<file path="config.mk">
export PLATFORM = sky130hd
export DESIGN_NAME = amplia_imagem_2x2_flat
export DESIGN_NICKNAME = d
export VERILOG_FILES = /design/src/rtl/amplia_imagem_2x2_if.sv /design/src/rtl/amplia_imagem_2x2.sv /design/src/flat_wrapper.sv
export SDC_FILE = /design/constraint.sdc
export NUM_CORES = 1
export LEC_CHECK = 0
export ABC_CLOCK_PERIOD_IN_PS = 2700
export BUFFER_PORTS_ARGS = -buffer_cell sky130_fd_sc_hd__buf_2
export CAP_MARGIN = 20
export CORE_ASPECT_RATIO = 1.4
export CORE_MARGIN = 5
export CORE_UTILIZATION = 50
export DETAILED_ROUTE_END_ITERATION = 8
export GPL_TIMING_DRIVEN = 0
export PLACE_DENSITY = 0.7
export SLEW_MARGIN = 5
export SYNTH_ARGS = -nofsm -noshare
export SYNTH_HDL_FRONTEND = slang
export SYNTH_SLANG_ARGS = --single-unit
</file>
<file path="constraint.sdc">
create_clock -name clk -period 2.7 [get_ports clk]
set_clock_uncertainty 0.05 [all_clocks]
set_input_delay 0.135 -clock clk [delete_from_list [all_inputs] [get_ports clk]]
set_output_delay 0.135 -clock clk [all_outputs]
set_load 0.01 [all_outputs]
</file>
<file path="src/rtl/amplia_imagem_2x2_if.sv">
// rtl/amplia_imagem_2x2_if.sv - pixel stream bundle for the 2x upscaler
interface amplia_imagem_2x2_if #(
    parameter int PIX_W = 8
);
    logic [PIX_W-1:0] pix;
    logic             sof;
    logic             eol;
    logic             eof;
    logic             valid;
    logic             ready;

    modport master (output pix, sof, eol, eof, valid, input ready);
    modport slave  (input pix, sof, eol, eof, valid, output ready);
endinterface

</file>
<file path="src/rtl/amplia_imagem_2x2.sv">
// rtl/amplia_imagem_2x2.sv - streaming 2x2 pixel-replication upscaler
// Even output rows consume input; odd output rows replay the one-line buffer.
module amplia_imagem_2x2 #(
    parameter int PIX_W = 8,
    parameter int IN_W  = 4,
    parameter int IN_H  = 4
) (
    input  logic                clk,
    input  logic                rst_n,
    amplia_imagem_2x2_if.slave  in_s,
    amplia_imagem_2x2_if.master out_s,
    output logic                frame_done,
    output logic                err_sync
);
    localparam int OW  = 2 * IN_W;
    localparam int OH  = 2 * IN_H;
    localparam int CW  = $clog2(IN_W);
    localparam int RW  = (IN_H > 1) ? $clog2(IN_H) : 1;
    localparam int OCW = $clog2(OW);
    localparam int ORW = $clog2(OH);

    typedef enum logic {ROW_A, ROW_B} state_t;

    state_t           state_q;
    logic             copy_q;
    logic             out_valid_q;
    logic [PIX_W-1:0] out_pix_q;
    logic [CW-1:0]    icol_q;
    logic [RW-1:0]    irow_q;
    logic [OCW-1:0]   ocol_q;
    logic [ORW-1:0]   orow_q;
    logic             frame_done_q;
    logic             err_sync_q;
    logic [PIX_W-1:0] buf_q [IN_W];

    logic          last_ocol, last_orow, last_icol, last_irow;
    logic          in_ready, in_fire, out_fire, sof_err;
    logic [CW-1:0] rep_idx, wr_idx;

    assign last_ocol = (ocol_q == OCW'(OW - 1));
    assign last_orow = (orow_q == ORW'(OH - 1));
    assign last_icol = (icol_q == CW'(IN_W - 1));
    assign last_irow = (irow_q == RW'(IN_H - 1));

    // The last copy of a row hands over to the replay row, so no pixel may be taken then.
    assign in_ready = (state_q == ROW_A) &&
                      (!out_valid_q || (out_s.ready && copy_q && !last_ocol));
    assign in_fire  = in_s.valid && in_ready;
    assign out_fire = out_valid_q && out_s.ready;
    assign sof_err  = in_fire && in_s.sof && ((irow_q != '0) || (icol_q != '0));
    assign rep_idx  = ocol_q[OCW-1:1] + CW'(1);
    assign wr_idx   = sof_err ? '0 : icol_q;

    assign in_s.ready  = in_ready;
    assign out_s.pix   = out_pix_q;
    assign out_s.valid = out_valid_q;
    assign out_s.sof   = (orow_q == '0) && (ocol_q == '0);
    assign out_s.eol   = last_ocol;
    assign out_s.eof   = last_ocol && last_orow;
    assign frame_done  = frame_done_q;
    assign err_sync    = err_sync_q;

    always_ff @(posedge clk) begin
        if (in_fire) begin
            buf_q[wr_idx] <= in_s.pix;
        end
    end

    always_ff @(posedge clk or negedge rst_n) begin
        if (!rst_n) begin
            state_q      <= ROW_A;
            copy_q       <= 1'b0;
            out_valid_q  <= 1'b0;
            out_pix_q    <= '0;
            icol_q       <= '0;
            irow_q       <= '0;
            ocol_q       <= '0;
            orow_q       <= '0;
            frame_done_q <= 1'b0;
            err_sync_q   <= 1'b0;
        end else begin
            frame_done_q <= out_fire && last_ocol && last_orow;

            // Output counters track the position of the beat currently (or next) presented.
            if (out_fire) begin
                if (last_ocol) begin
                    ocol_q <= '0;
                    orow_q <= last_orow ? '0 : orow_q + ORW'(1);
                end else begin
                    ocol_q <= ocol_q + OCW'(1);
                end
            end

            case (state_q)
                ROW_A: begin
                    if (out_fire) begin
                        if (!copy_q) begin
                            copy_q <= 1'b1;
                        end else if (last_ocol) begin
                            state_q   <= ROW_B;
                            out_pix_q <= buf_q[0];
                            copy_q    <= 1'b0;
                        end else begin
                            out_valid_q <= 1'b0;
                            copy_q      <= 1'b0;
                        end
                    end
                    if (in_fire) begin
                        out_pix_q   <= in_s.pix;
                        out_valid_q <= 1'b1;
                        copy_q      <= 1'b0;
                        if (sof_err) begin
                            // Resynchronise: this pixel becomes (0,0) of a new frame.
                            err_sync_q <= 1'b1;
                            icol_q     <= CW'(1);
                            irow_q     <= '0;
                            ocol_q     <= '0;
                            orow_q     <= '0;
                        end else begin
                            icol_q <= last_icol ? '0 : icol_q + CW'(1);
                        end
                    end
                end
                ROW_B: begin
                    if (out_fire) begin
                        if (!copy_q) begin
                            copy_q <= 1'b1;
                        end else begin
                            copy_q <= 1'b0;
                            if (last_ocol) begin
                                state_q     <= ROW_A;
                                out_valid_q <= 1'b0;
                                irow_q      <= last_irow ? '0 : irow_q + RW'(1);
                            end else begin
                                out_pix_q <= buf_q[rep_idx];
                            end
                        end
                    end
                end
                default: state_q <= ROW_A;
            endcase
        end
    end
endmodule

</file>
<file path="src/flat_wrapper.sv">
// flat-port wrapper written by rule: the top's interface ports become plain ports
module amplia_imagem_2x2_flat 
#(
    parameter int PIX_W = 8,
    parameter int IN_W  = 4,
    parameter int IN_H  = 4
)
  (clk, rst_n, frame_done, err_sync, in_s_pix, in_s_sof, in_s_eol, in_s_eof, in_s_valid, in_s_ready, out_s_pix, out_s_sof, out_s_eol, out_s_eof, out_s_valid, out_s_ready);
  amplia_imagem_2x2_if #(.PIX_W(PIX_W)) in_s_i ();
  amplia_imagem_2x2_if #(.PIX_W(PIX_W)) out_s_i ();
  input  logic clk;
  input  logic rst_n;
  output logic frame_done;
  output logic err_sync;
  input wire logic [$bits(in_s_i.pix)-1:0] in_s_pix;
  input wire logic [$bits(in_s_i.sof)-1:0] in_s_sof;
  input wire logic [$bits(in_s_i.eol)-1:0] in_s_eol;
  input wire logic [$bits(in_s_i.eof)-1:0] in_s_eof;
  input wire logic [$bits(in_s_i.valid)-1:0] in_s_valid;
  output wire logic [$bits(in_s_i.ready)-1:0] in_s_ready;
  output wire logic [$bits(out_s_i.pix)-1:0] out_s_pix;
  output wire logic [$bits(out_s_i.sof)-1:0] out_s_sof;
  output wire logic [$bits(out_s_i.eol)-1:0] out_s_eol;
  output wire logic [$bits(out_s_i.eof)-1:0] out_s_eof;
  output wire logic [$bits(out_s_i.valid)-1:0] out_s_valid;
  input wire logic [$bits(out_s_i.ready)-1:0] out_s_ready;
  assign in_s_i.pix = in_s_pix;
  assign in_s_i.sof = in_s_sof;
  assign in_s_i.eol = in_s_eol;
  assign in_s_i.eof = in_s_eof;
  assign in_s_i.valid = in_s_valid;
  assign in_s_ready = in_s_i.ready;
  assign out_s_pix = out_s_i.pix;
  assign out_s_sof = out_s_i.sof;
  assign out_s_eol = out_s_i.eol;
  assign out_s_eof = out_s_i.eof;
  assign out_s_valid = out_s_i.valid;
  assign out_s_i.ready = out_s_ready;
  amplia_imagem_2x2 #(.PIX_W(PIX_W), .IN_W(IN_W), .IN_H(IN_H)) u_core (.clk(clk), .rst_n(rst_n), .in_s(in_s_i), .out_s(out_s_i), .frame_done(frame_done), .err_sync(err_sync));
endmodule
</file>
# --- Word level (Yosys, flattened, before mapping) ---
# Memories as Yosys holds them, arrays and structs flattened.
# Cells that the tools add are included.
# Widths: inputs -> output; s select.
op_classes:
  addsub: 5
  eq_ne: 14
  mux: 50
  bitwise: 1
  reduce_logical: 24
op_table:
  columns: ["operator", "count"]
  rows:
  - ["$mux 8", 7]
  - ["$mux 3", 11]
  - ["$mux 1", 18]
  - ["$mux 2", 9]
  - ["$pmux 8 s2", 1]
  - ["$reduce_and 6->1", 2]
  - ["$logic_and 1x1->1", 11]
  - ["$ne 3x1->1 const B", 3]
  - ["$ne 2x2->1 const B", 4]
  - ["$add 2x1->2 const B", 3]
  - ["$add 3x1->3 const B", 2]
  - ["$eq 3x3->1 const B", 2]
  - ["$logic_not 3->1", 2]
  - ["$pmux 1 s2", 3]
  - ["$reduce_and 5->1", 1]
  - ["$eq 2x2->1 const B", 2]
  - ["$ne 2x1->1 const B", 2]
  - ["$pmux 2 s2", 1]
  - ["$reduce_bool 2->1", 2]
  - ["$ne 3x3->1 const B", 1]
  - ["$reduce_and 3->1", 1]
  - ["$logic_not 1->1", 2]
  - ["$logic_or 1x1->1", 2]
  - ["$reduce_and 2->1", 1]
  - ["$not 1->1", 1]
word_totals:
  reg_bits: 23
  mem_bits_rw: 32
  out_inout_bits: 15
  word_cells: 105
  memories: 1
memory_table:
  columns: ["memory", "depth", "width", "rd", "rd_clocked_by_memory_dff", "write_ports", "line", "rtl"]
  rows:
  - ["u_core.buf_q", 4, 8, 2, 0, 1, "amplia_imagem_2x2.sv:34", "logic [PIX_W-1:0] buf_q [IN_W];"]

# --- Longest topological paths before layout ---
# Gate-level depths: netlist of run 1.
logic_depth:
  ltp_word: 11
  depth_mapped: 8
  depth_no_buf: 6

# --- Worst setup path before layout of run 1 ---
# OpenSTA, ideal clock, no wires.
synth_timing:
  path_kind: "flip-flop to flip-flop"
  startpoint: "register u_core.ocol_q[0]"
  endpoint: "memory u_core.buf_q[3][0] (enable)"
  setup_time_ns: 0.370
  t_arrival_ns: 2.047
  t_required_ns: 2.280
  slack_ns: 0.233
  path_stages_with_launch: 8
  path_buffers: 1
  period_less_slack_ns: 2.467
  path_cell_list: "dfrtp_1 ha_1 ha_1 nand3b_2 a21oi_2 buf_2 nand3_1 nor2_1"
synth_between:
  elab_chain_len: 9
  word_cells_on_any_way: 11
  classes_between: "eq/ne (1); mux (3); reduce/logical (7)"
synth_rtl:
  columns: ["element", "line", "rtl"]
  rows:
  - ["start: declaration", "amplia_imagem_2x2.sv:30", "logic [OCW-1:0] ocol_q;"]
  - ["start signal: assignment", "amplia_imagem_2x2.sv:90", "ocol_q <= ocol_q + OCW'(1);"]
  - ["$eq 3x3->1 (*)", "amplia_imagem_2x2.sv:40", "assign last_ocol = (ocol_q == OCW'(OW - 1));"]
  - ["net out_s_eol", "flat_wrapper.sv:23", "output wire logic [$bits(out_s_i.eol)-1:0] out_s_eol;"]
  - ["$logic_not 1->1 (*)", "amplia_imagem_2x2.sv:47", "(!out_valid_q || (out_s.ready && copy_q && !last_ocol));"]
  - ["$logic_and 1x1->1 (*)", "amplia_imagem_2x2.sv:47", null]
  - ["$logic_or 1x1->1 (*)", "amplia_imagem_2x2.sv:47", null]
  - ["$logic_and 1x1->1 (*)", "amplia_imagem_2x2.sv:46", "assign in_ready = (state_q == ROW_A) &&"]
  - ["$logic_and 1x1->1 (*)", "amplia_imagem_2x2.sv:48", "assign in_fire = in_s.valid && in_ready;"]
  - ["$logic_and 1x1->1 (2 in a row)", "amplia_imagem_2x2.sv:50", "assign sof_err = in_fire && in_s.sof && ((irow_q != '0) || (icol_q != '0));"]
  - ["$mux 2", "amplia_imagem_2x2.sv:52", "assign wr_idx = sof_err ? '0 : icol_q;"]
  - ["end: declaration", "amplia_imagem_2x2.sv:34", null]
# The timed path passes the listed nets; every way through them passes the cells marked *.

# --- Worst setup path in the final report of run 1 ---
layout_timing:
  startpoint: "register u_core.ocol_q[0]"
  endpoint: "memory u_core.buf_q[1][1] (enable)"
layout_between:
  elab_chain_len: 9
  word_cells_on_any_way: 11
  classes_between: "eq/ne (1); mux (3); reduce/logical (7)"
layout_rtl:
  columns: ["element", "line"]
  rows:
  - ["$eq 3x3->1 (*)", "amplia_imagem_2x2.sv:40"]
  - ["$logic_not 1->1 (*)", "amplia_imagem_2x2.sv:47"]
  - ["$logic_and 1x1->1 (*)", "amplia_imagem_2x2.sv:47"]
  - ["$logic_or 1x1->1 (*)", "amplia_imagem_2x2.sv:47"]
  - ["$logic_and 1x1->1 (*)", "amplia_imagem_2x2.sv:46"]
  - ["$logic_and 1x1->1 (*)", "amplia_imagem_2x2.sv:48"]
  - ["$logic_and 1x1->1 (2 in a row)", "amplia_imagem_2x2.sv:50"]
  - ["$mux 2", "amplia_imagem_2x2.sv:52"]
# Mark *: on every way between the ends. The rest lies on a longest branch, timed or not.

==> results of run 1 <==
==> state kept, by name, indices dropped and copies added (netlist names) <==
signal / cells
u_core.out_s.valid: 1
u_core.err_sync: 1
u_core.orow_q: 3
u_core.ocol_q: 3
u_core.buf_q: 32
u_core.state_q: 1
u_core.copy_q: 1
u_core.icol_q: 2
u_core.frame_done: 1
u_core.out_s.pix: 8
u_core.irow_q: 2
==> layout make-up <==
cell class                      instances  area (um2)
Buffer                                  8        41.3
Fill cell                             412        1950
Inverter                               10        37.5
Tap cell                               64        80.1
Clock inverter                          3        23.8
Clock buffer                            5        68.8
Timing Repair Buffer                   34         213
Sequential cell                        55        1540
Multi-Input combinational cell        118         930
==> worst max-delay path, cell delays in order, from the launching register on <==
cell and delay, ns:
dfrtp_1 0.42, ha_1 0.22, ha_1 0.20, nand3b_2 0.30
a21oi_4 0.20, buf_2 0.23, nand3_1 0.21, nor2_4 0.32
==> kinds of logic after synthesis <==
kind of cell	share of synthesized area [%]
xor gates and xnor gates	0.697
AOI/OAI and AO/OA	10.4
DFF	61.1
muxes	7.16
and+or+nand+nor	13.0
buffers and inverters	3.13
adders and majority gates	4.48
==> stage by stage <==
stage / TNS (ns) / setup slack, ns / hold WS, ns / total power [uW]
3_5_place_dp: -6.60 / -0.319 / 0.109 / 2210
4_1_cts: -1.96 / -0.123 / 0.00433 / 2680
5_1_grt: 0 / 0.0978 / 0.00231 / 2870
3_3_place_gp: -6.19 / -0.303 / 0.107 / 2190
2_1_floorplan: 0 / 0.233 / -0.211 / 1890
6_report: 0 / 0.234 / 0.00769 / 2690
==> per-layer routing <==
layer  wire length, um  vias to the layer above
li1                  -                      784
met1              2050                      810
met2              2680                       26
met3               170                        7
met4                76                        0
met5                 0                        -
==> final timing paths <==
kind,startpoint,end,slack [ns],cells after the start
worst max-delay path,u_core.ocol_q[0],u_core.buf_q[1][1],0.23,7
worst min-delay path,in_s_pix[7],u_core.buf_q[0][7],0.008,1
worst max register to register,u_core.ocol_q[0],u_core.buf_q[1][1],0.23,7
worst min register to register,u_core.err_sync,u_core.err_sync,0.42,1
max in group asynchronous,rst_n,u_core.out_s.pix[3],1.95,2
min in group asynchronous,rst_n,u_core.orow_q[0],0.27,2
==> timing repair <==
item,CTS,global route
hold buffers,4,1
setup endpoints to repair,24,32
resized for setup,3,4
pin swaps,0,3
hold endpoints to repair,35,4
setup buffers,0,2
==> power by group <==
part	internal, uW	switching (uW)
Clock	188	278
Combinational	445	579
Sequential	1070	126
Total	1700	983
==> cells in the final DEF (no fill, tap or decap), types with 2 or more instances in the layout <==
master / instances
buf_2: 33
edfxtp_1: 32
dfrtp_1: 23
nand2_1: 16
nor2_1: 13
inv_1: 10
ha_1: 9
a21oi_1: 8
nand3_1: 7
mux4_2: 7
a22oi_1: 7
a31oi_1: 7
and2_1: 5
clkbuf_8: 5
dlygate4sd3_1: 5
o21ai_0: 4
nor3_1: 3
nor2_4: 3
nand2b_1: 2
and3_1: 2
nand3b_1: 2
buf_4: 2
and4b_1: 2
nor2b_1: 2
o21ai_1: 2
mux2_2: 2
==> synth_stat cells, drive strengths merged <==
cell type	count	area share, %
a31oi	7	1.7
nor4bb	1	0.40
buf	8	1.6
nor2b	2	0.50
nor3	4	0.99
xnor2	1	0.35
nand3	7	1.4
nor4b	1	0.35
a21oi	9	1.9
nor2	16	2.4
or2	1	0.25
and4b	2	0.80
nor3b	1	0.30
edfxtp	32	38
dfrtp	23	23
a32o	1	0.40
nand2b	2	0.50
o211ai	1	0.30
o22ai	1	0.25
a22oi	7	2.1
and3	2	0.50
nand3b	3	1.0
o21ai	6	1.2
xor2	1	0.35
mux2	2	0.90
mux4	7	6.3
o21a	1	0.30
o32ai	1	1.1
ha	9	4.5
inv	10	1.5
nand2	16	2.4
a2111oi	1	1.1
and2	5	1.2
==> reports/qor.yml, run 1 <==
status:
  status: "finished, final reports clean"
clock_tree:
  path_clk_slew_ns: 0.10
  cts_buffers: 5
  cts.sinks: 55
  worstSkewPairLatency_ns: 0.31
  clockRootBuffer: "clkbuf_8"
  cts.path.max_buffers: 2
  cts_tree: "done"
  h-tree-depth: 2
power:
  p_leak_uw: 0.00113
  powerDensity_nw_per_um2: 917
  ir_worst_vdd_v: 0.000501
final_layout:
  fin_nets: 256
  stdcell_count: 297
  diodes: 0
  final_area_um2: 2930
  post-route-util_pct: 60.1
  syn_to_final_growth_pct: 16.5
  drive_above_1_share_pct: 26.2
worst_setup_path:
  worst-path-max-fanout: 10
  critical_path_arrival_ns: 2.41
  worstSetupEndpointType: "flip-flop"
  required_ns: 2.64
  path_class: "reg -> reg"
  cp-start-kind: "flip-flop"
global_route:
  track_usage_pct: 16.1
  gr-total-overflow: 0
  antenna_found_initial: 0
  grt_pass1_vias: 1576
  grt_pass1_wl_um: 8000
  grt-busiest-layer: "met2"
  met2_usage_pct: 29.0
  met1_usage_pct: 18.7
  grt_max_degree: 24
  use_met3_pct: 3.53
logic_synthesis:
  syn_area_per_cell_um2: 13.2
  synthCells: 191
  ys_seq_area_share_pct: 61.1
  yosysWarnings: 0
  synth-seq-cells: 55
  synthDistinctLibCells: 39
  synth_nets: 215
  syn_area_um2: 2510
floorplanning:
  dieArea_um2: 6570
  initial_core_util_pct: 51.5
  row_count: 30
  io_pins: 30
  core-area_um2: 4880
  die_x_um: 69.9
  chipHeight_um: 93.9
route:
  wl_per_cell_um: 16.8
  wl_um: 4980
  dr_total_vias: 1627
  routed_via_density: 5.48
  postRouteAntennaNets: 0
  drc: 0
  drtIter0Drc: 107
  drtPass1Iterations: 4
sta:
  slew_viol_final: 0
  hold_violations: 0
  period_needed_ns: 2.47
  period_share_pct: 91.3
  max_freq_ghz: 0.405
  rsz0062_at_grt: "false"
  worstMarginPinSlew_ns: 0.635
  maxSlewHeadroom_pct: 57.5
  setup_viol: 0
placement:
  place_hpwl_um: 3350
  dp_cells: 282
  placed_area_um2: 2730
  place.gp.congestion: 0.782
  io_buffers: 27
job:
  cap_violations: 0
hold_path:
  hold_path.class: "in -> reg"
No activity file was read; power rests on OpenSTA's default activity.
==> inputs of run 2 (changes only) <==
- CORE_UTILIZATION: 50 -> 40
- PLACE_DENSITY: 0.7 -> default
==> run 2 against run 1 <==
- clock power grew 15%
- final cell count increased by 1.7%
- combinational power about the same
- sequential share of layout area is 0.16 points lower
- maximum frequency decreased by 5.5%
- design area is 0.30% higher
- largest power group unchanged
==> reports/qor.yml, run 2 (synthesized netlist as in run 1, its figures left out) <==
worst_setup_path:
  cp-start-kind: "flip-flop"  # unchanged
  worst-path-max-fanout: 10  # unchanged
  required_ns: 2.68  # was 2.64 ns
  crit_path_end: "u_core.buf_q[1][7]"  # was u_core.buf_q[1][1]
  path_class: "reg -> reg"  # unchanged
  r2r_cells: 8  # was 7
  worstSetupEndpointType: "flip-flop"  # unchanged
  crit_path_start: "u_core.ocol_q[0]"  # unchanged
  critical_path_arrival_ns: 2.59  # was 2.41 ns
  r2r-start: "u_core.ocol_q[0]"  # unchanged
  reg2reg_to: "u_core.buf_q[1][7]"  # was u_core.buf_q[1][1]
  r2r_setup_slack_ns: 0.09  # was 0.23 ns
clock_tree:
  clockRootBuffer: "clkbuf_8"  # unchanged
  worstSkewPairLatency_ns: 0.31  # about the same
  h-tree-depth: 2  # unchanged
  cts.sinks: 55  # unchanged
  cts_buffers: 5  # unchanged
  path_clk_slew_ns: 0.10  # about the same
  cts.path.max_buffers: 2  # unchanged
  cts_tree: "done"  # unchanged
floorplanning:
  die_x_um: 77.0  # was 69.9 um
  chipHeight_um: 104  # was 93.9 um
  initial_core_util_pct: 40.8  # was 51.5%
  core-area_um2: 6170  # was 4880 um2
  io_pins: 30  # unchanged
  dieArea_um2: 8000  # was 6570 um2
  row_count: 34  # was 30
sta:
  worstMarginPinSlew_ns: 0.573  # was 0.635 ns
  setup_slack_ns: 0.0909  # was 0.234 ns
  max_freq_ghz: 0.383  # was 0.405 GHz
  period_needed_ns: 2.61  # was 2.47 ns
  hold_ws_ns: 0.00951  # was 0.00769 ns
  period_share_pct: 96.6  # was 91.3%
  hold_violations: 0  # unchanged
  slew_viol_final: 0  # unchanged
  maxSlewHeadroom_pct: 61.8  # was 57.5%
  setup_viol: 0  # unchanged
status:
  status: "finished, final reports clean"  # unchanged
final_layout:
  fin_nets: 253  # was 256
  n_fill_cell: 564  # was 412
  final_cell_mix: "buf_2, edfxtp_1, dfrtp_1, nand2_1, nor2_1"  # unchanged
  post-route-util_pct: 47.6  # was 60.1%
  stdcell_count: 302  # was 297
  largest_reg_flops: 32  # unchanged
  syn_to_final_growth_pct: 16.9  # was 16.5%
  drive_above_1_share_pct: 26.5  # was 26.2%
  diodes: 0  # unchanged
  layout_commonest_cell: "buf_2"  # unchanged
  top_register: "u_core.buf_q"  # unchanged
global_route:
  antenna_found_initial: 0  # unchanged
  gr-total-overflow: 0  # unchanged
  grt_max_degree: 24  # unchanged
  grt_pass1_vias: 1682  # was 1,576
  track_usage_pct: 13.6  # was 16.1%
  grt_pass1_wl_um: 8650  # was 8000 um
placement:
  io_buffers: 27  # unchanged
  place_ws_ns: -0.452  # was -0.319 ns
  place_hpwl_um: 3510  # was 3350 um
  place.gp.congestion: 0.740  # was 0.782
  dp_cells: 290  # was 282
route:
  drtPass1Iterations: 4  # unchanged
  wl_um: 5260  # was 4980 um
  routed_via_density: 5.46  # was 5.48
  drtIter0Drc: 73  # was 107
  wl_per_cell_um: 17.4  # was 16.8 um
  dr_total_vias: 1648  # was 1,627
  drc: 0  # unchanged
  postRouteAntennaNets: 0  # unchanged
job:
  cap_violations: 0  # unchanged
power:
  p_seq_share_pct: 43.5  # was 44.6%
  p_sw_uw: 974  # was 983 uW
  pwr-share-clk_pct: 19.5  # was 17.3%
  p_sw_share_pct: 35.3  # was 36.6%
  internal-power_uw: 1790  # was 1700 uW
  p_leak_uw: 0.00113  # about the same
  ir_worst_vdd_v: 0.000438  # was 0.000501 V
  powerDensity_nw_per_um2: 939  # was 917 nW/um2
  p_comb_share_pct: 37.0  # was 38.1%
hold_path:
  hold_path.class: "in -> reg"  # unchanged
  whs_path_depth: 1  # unchanged
==> run 2: layer usage <==
| layer | GRT usage [%] | up-vias | part of all wire (%) |
|---|---|---|---|
| li1 | - | 780 | - |
| met5 | 0 | - | 0 |
| met4 | 4.05 | 0 | 1.4 |
| met3 | 2.52 | 5 | 3.7 |
| met2 | 23.8 | 35 | 52 |
| met1 | 17.0 | 828 | 42 |
==> run 2: worst min-delay path by stage <==
| stage | startpoint | end |
|---|---|---|
| finish | in_s_pix[3] | u_core.buf_q[2][3] |
| floorplan | rst_n | u_core.copy_q |
| global placement | rst_n | u_core.out_s.valid |
| detailed placement | rst_n | u_core.out_s.valid |
| global route | in_s_pix[3] | u_core.buf_q[2][3] |
| CTS | in_s_pix[2] | u_core.buf_q[2][2] |
==> run 2: final cells by class <==
class | instances | area, um2 | share of cell area (%)
clock inverter | 3 | 38.8 | 1.32
multi-input combinational | 118 | 931 | 31.7
clock buffer | 5 | 68.8 | 2.34
sequential | 55 | 1540 | 52.3
buffer | 8 | 41.3 | 1.40
tap | 72 | 90.1 | 3.07
inverter | 10 | 37.5 | 1.28
timing repair buffer | 31 | 195 | 6.64
==> run 2: per-stage QoR <==
stage	total power [uW]	setup TNS (ns)	area (um2)
floorplan	1890	0	2510
global placement	2190	-8.88	2740
detailed placement	2210	-9.75	2740
CTS	2780	0	2900
global route	2970	-0.0970	2940
finish	2760	0	2940
==> run 2: power by group through the flow <==
stage / Clock, uW / Combinational (uW) / Sequential (uW)
2_1_floorplan: 0 / 671 / 1220
3_3_place_gp: 0 / 986 / 1210
3_5_place_dp: 0 / 1000 / 1210
4_1_cts: 559 / 1020 / 1200
5_1_grt: 596 / 1140 / 1230
6_report: 537 / 1020 / 1200
==> run 2: worst max-delay path, cell delays in order (launching register included) <==
cell and delay [ns]:
dfrtp_1 0.42, ha_1 0.21, ha_1 0.20, nand3b_2 0.30, a21oi_4 0.31, buf_2 0.28
nand3_1 0.22, nor2_4 0.19, buf_12 0.14
==> run 2: repair_timing <==
action / 4_1_cts / 5_1_grt
setup buffers: 0 / 2
endpoints found under the hold margin: 27 / 0
setup endpoints to repair: 31 / 24
gates resized for setup: 7 / 1
hold buffers: 2 / 0
pin swaps: 0 / 3
==> inputs of run 3 (changes only) <==
- ABC_CLOCK_PERIOD_IN_PS: 2700 -> 3050
- CORE_ASPECT_RATIO: 1.4 -> 0.5
- SETUP_SLACK_MARGIN: default -> 0.1
- clock period: 2.7 -> 3.05 ns (I/O delays scaled with it)
==> run 3 against run 2 <==
- final cell count grew 4.3%
- critical endpoint is now u_core.buf_q[1][4]
- sequential share of layout area grew 0.27 points
- largest power group unchanged
- sequential power shrank 12%
- combinational power shrank 13%
- utilization grew 0.44 points
==> reports/qor.yml, run 3 (synthesized netlist as in run 1, its figures left out) <==
job:
  cap_violations: 0  # unchanged
power:
  p_seq_share_pct: 42.0  # was 43.5%
  p_comb_share_pct: 35.2  # was 37.0%
  ir_worst_vdd_v: 0.000334  # was 0.000438 V
  p_sw_share_pct: 35.0  # was 35.3%
  p_leak_uw: 0.00113  # about the same
  pwr-share-clk_pct: 22.8  # was 19.5%
  p_sw_uw: 879  # was 974 uW
  powerDensity_nw_per_um2: 859  # was 939 nW/um2
  internal-power_uw: 1630  # was 1790 uW
placement:
  io_buffers: 27  # unchanged
  place.gp.congestion: 0.757  # was 0.740
  dp_cells: 306  # was 290
  place_ws_ns: -0.0939  # was -0.452 ns
  place_hpwl_um: 3520  # was 3510 um
  placed_area_um2: 2760  # was 2740 um2
worst_setup_path:
  r2r-start: "u_core.ocol_q[0]"  # unchanged
  r2r_cells: 7  # was 8
  required_ns: 2.93  # was 2.68 ns
  crit_path_end: "u_core.buf_q[1][4]"  # was u_core.buf_q[1][7]
  r2r_setup_slack_ns: 0.17  # was 0.09 ns
  reg2reg_to: "u_core.buf_q[1][4]"  # was u_core.buf_q[1][7]
  path_class: "reg -> reg"  # unchanged
  crit_path_start: "u_core.ocol_q[0]"  # unchanged
  critical_path_arrival_ns: 2.76  # was 2.59 ns
  worst-path-max-fanout: 10  # unchanged
  cp-start-kind: "flip-flop"  # unchanged
  worstSetupEndpointType: "flip-flop"  # unchanged
global_route:
  gr-total-overflow: 0  # unchanged
  grt_pass1_vias: 1679  # was 1,682
  grt_max_degree: 24  # unchanged
  grt_pass1_wl_um: 8710  # was 8650 um
  track_usage_pct: 14.2  # was 13.6%
  antenna_found_initial: 0  # unchanged
final_layout:
  layout_commonest_cell: "buf_2"  # unchanged
  top_register: "u_core.buf_q"  # unchanged
  syn_to_final_growth_pct: 16.3  # was 16.9%
  register_area_um2: 1540  # unchanged
  n_fill_cell: 557  # was 564
  multiInputGateArea_um2: 907  # was 931 um2
  drive_above_1_share_pct: 25.6  # was 26.5%
  largest_reg_flops: 32  # unchanged
  final_cell_mix: "buf_2, edfxtp_1, dfrtp_1, nand2_1, nor2_1"  # unchanged
  final_area_um2: 2920  # was 2940 um2
  stdcell_count: 315  # was 302
  fin_nets: 250  # was 253
  post-route-util_pct: 48.1  # was 47.6%
  diodes: 0  # unchanged
sta:
  period_needed_ns: 2.88  # was 2.61 ns
  period_share_pct: 94.4  # was 96.6%
  hold_violations: 0  # unchanged
  setup_viol: 0  # unchanged
  max_freq_ghz: 0.347  # was 0.383 GHz
  worstMarginPinSlew_ns: 0.645  # was 0.573 ns
  rsz0062_at_grt: "true"
  maxSlewHeadroom_pct: 56.8  # was 61.8%
  setup_slack_ns: 0.170  # was 0.0909 ns
  slew_viol_final: 0  # unchanged
clock_tree:
  cts.sinks: 55  # unchanged
  cts_buffers: 5  # unchanged
  clockRootBuffer: "clkbuf_16"  # was clkbuf_8
  h-tree-depth: 2  # unchanged
  path_clk_slew_ns: 0.08  # was 0.10 ns
  worstSkewPairLatency_ns: 0.29  # was 0.31 ns
  cts_tree: "done"  # unchanged
  cts.path.max_buffers: 2  # unchanged
route:
  dr_total_vias: 1613  # was 1,648
  wl_met1_um: 2390  # was 2230 um
  drc: 0  # unchanged
  drtPass1Iterations: 4  # unchanged
  postRouteAntennaNets: 0  # unchanged
  routed_via_density: 5.12  # was 5.46
  drtIter0Drc: 145  # was 73
  wl_met2_um: 2540  # was 2750 um
  wl_um: 5170  # was 5260 um
  highest_layer: "met4"  # unchanged
  wl_met3_um: 181  # was 197 um
  wl_per_cell_um: 16.4  # was 17.4 um
floorplanning:
  dieArea_um2: 8070  # was 8000 um2
  row_count: 20  # was 34
  die_x_um: 122  # was 77.0 um
  initial_core_util_pct: 41.4  # was 40.8%
  io_pins: 30  # unchanged
  core-area_um2: 6080  # was 6170 um2
  chipHeight_um: 66.1  # was 104 um
hold_path:
  hold_path.class: "in -> reg"  # unchanged
status:
  status: "finished, final reports clean"  # unchanged
run 3: cell types whose count changed in the layout (fill, tap and decap cells not counted), moves of 2 or more:
cell	before	now
buf_12	2	0
nor2_2	0	3
nor2_4	3	0
clkbuf_8	5	0
clkbuf_16	0	5
inv_6	0	2
run 3: metal layers:
| layer | track usage [%] | vias up |
|---|---|---|
| met5 | 0 | - |
| met4 | 3.35 | 0 |
| met3 | 3.50 | 5 |
| met2 | 24.9 | 20 |
| met1 | 18.0 | 813 |
| li1 | - | 775 |
run 3: critical path, cell delays in order (launching register included):
cell	delay, ns
dfrtp_1	0.41
ha_1	0.21
ha_1	0.21
nand3b_2	0.30
a21oi_2	0.42
buf_2	0.30
nand3_1	0.15
nor2_2	0.47
run 3: area by class of cell:
type,instances,share of cell area [%]
Sequential cell,55,52.5
Inverter,10,1.28
Multi-Input combinational cell,118,31.0
Clock buffer,5,4.28
Buffer,8,1.41
Clock inverter,3,0.727
Tap cell,88,3.77
Timing Repair Buffer,28,4.96
run 3: how the worst min path moves through the flow:
stage	endpoint	startpoint	slack [ns]	cells after the start
6_report	u_core.buf_q[3][7]	in_s_pix[7]	0.04	1
5_1_grt	u_core.buf_q[3][7]	in_s_pix[7]	0.03	1
4_1_cts	u_core.buf_q[3][7]	in_s_pix[7]	0.03	1
3_5_place_dp	u_core.frame_done	rst_n	0.14	1
3_3_place_gp	u_core.frame_done	rst_n	0.13	1
2_1_floorplan	u_core.copy_q	rst_n	-0.19	0
run 3: stage by stage:
stage          total power (uW)  setup TNS [ns]  hold WS, ns
3_3_place_gp               1940          -0.273        0.129
5_1_grt                    2690          -0.264       0.0343
6_report                   2510               0       0.0371
3_5_place_dp               1960           -1.41        0.142
2_1_floorplan              1670               0       -0.193
4_1_cts                    2540           -1.64       0.0314
run 3: what timing repair did:
action / in CTS / in global routing
buffers inserted: 0 / 0
gates resized for setup: 0 / 3
endpoints found under the hold margin: 23 / 0
setup endpoints to repair: 24 / 24
gates cloned: 0 / 0
hold buffers: 1 / 0
run 3: power groups by stage:
stage	clock network, uW	registers [uW]	logic, uW
2_1_floorplan	0	1080	594
3_3_place_gp	0	1060	880
3_5_place_dp	0	1070	896
4_1_cts	586	1050	899
5_1_grt	615	1080	997
6_report	572	1050	885
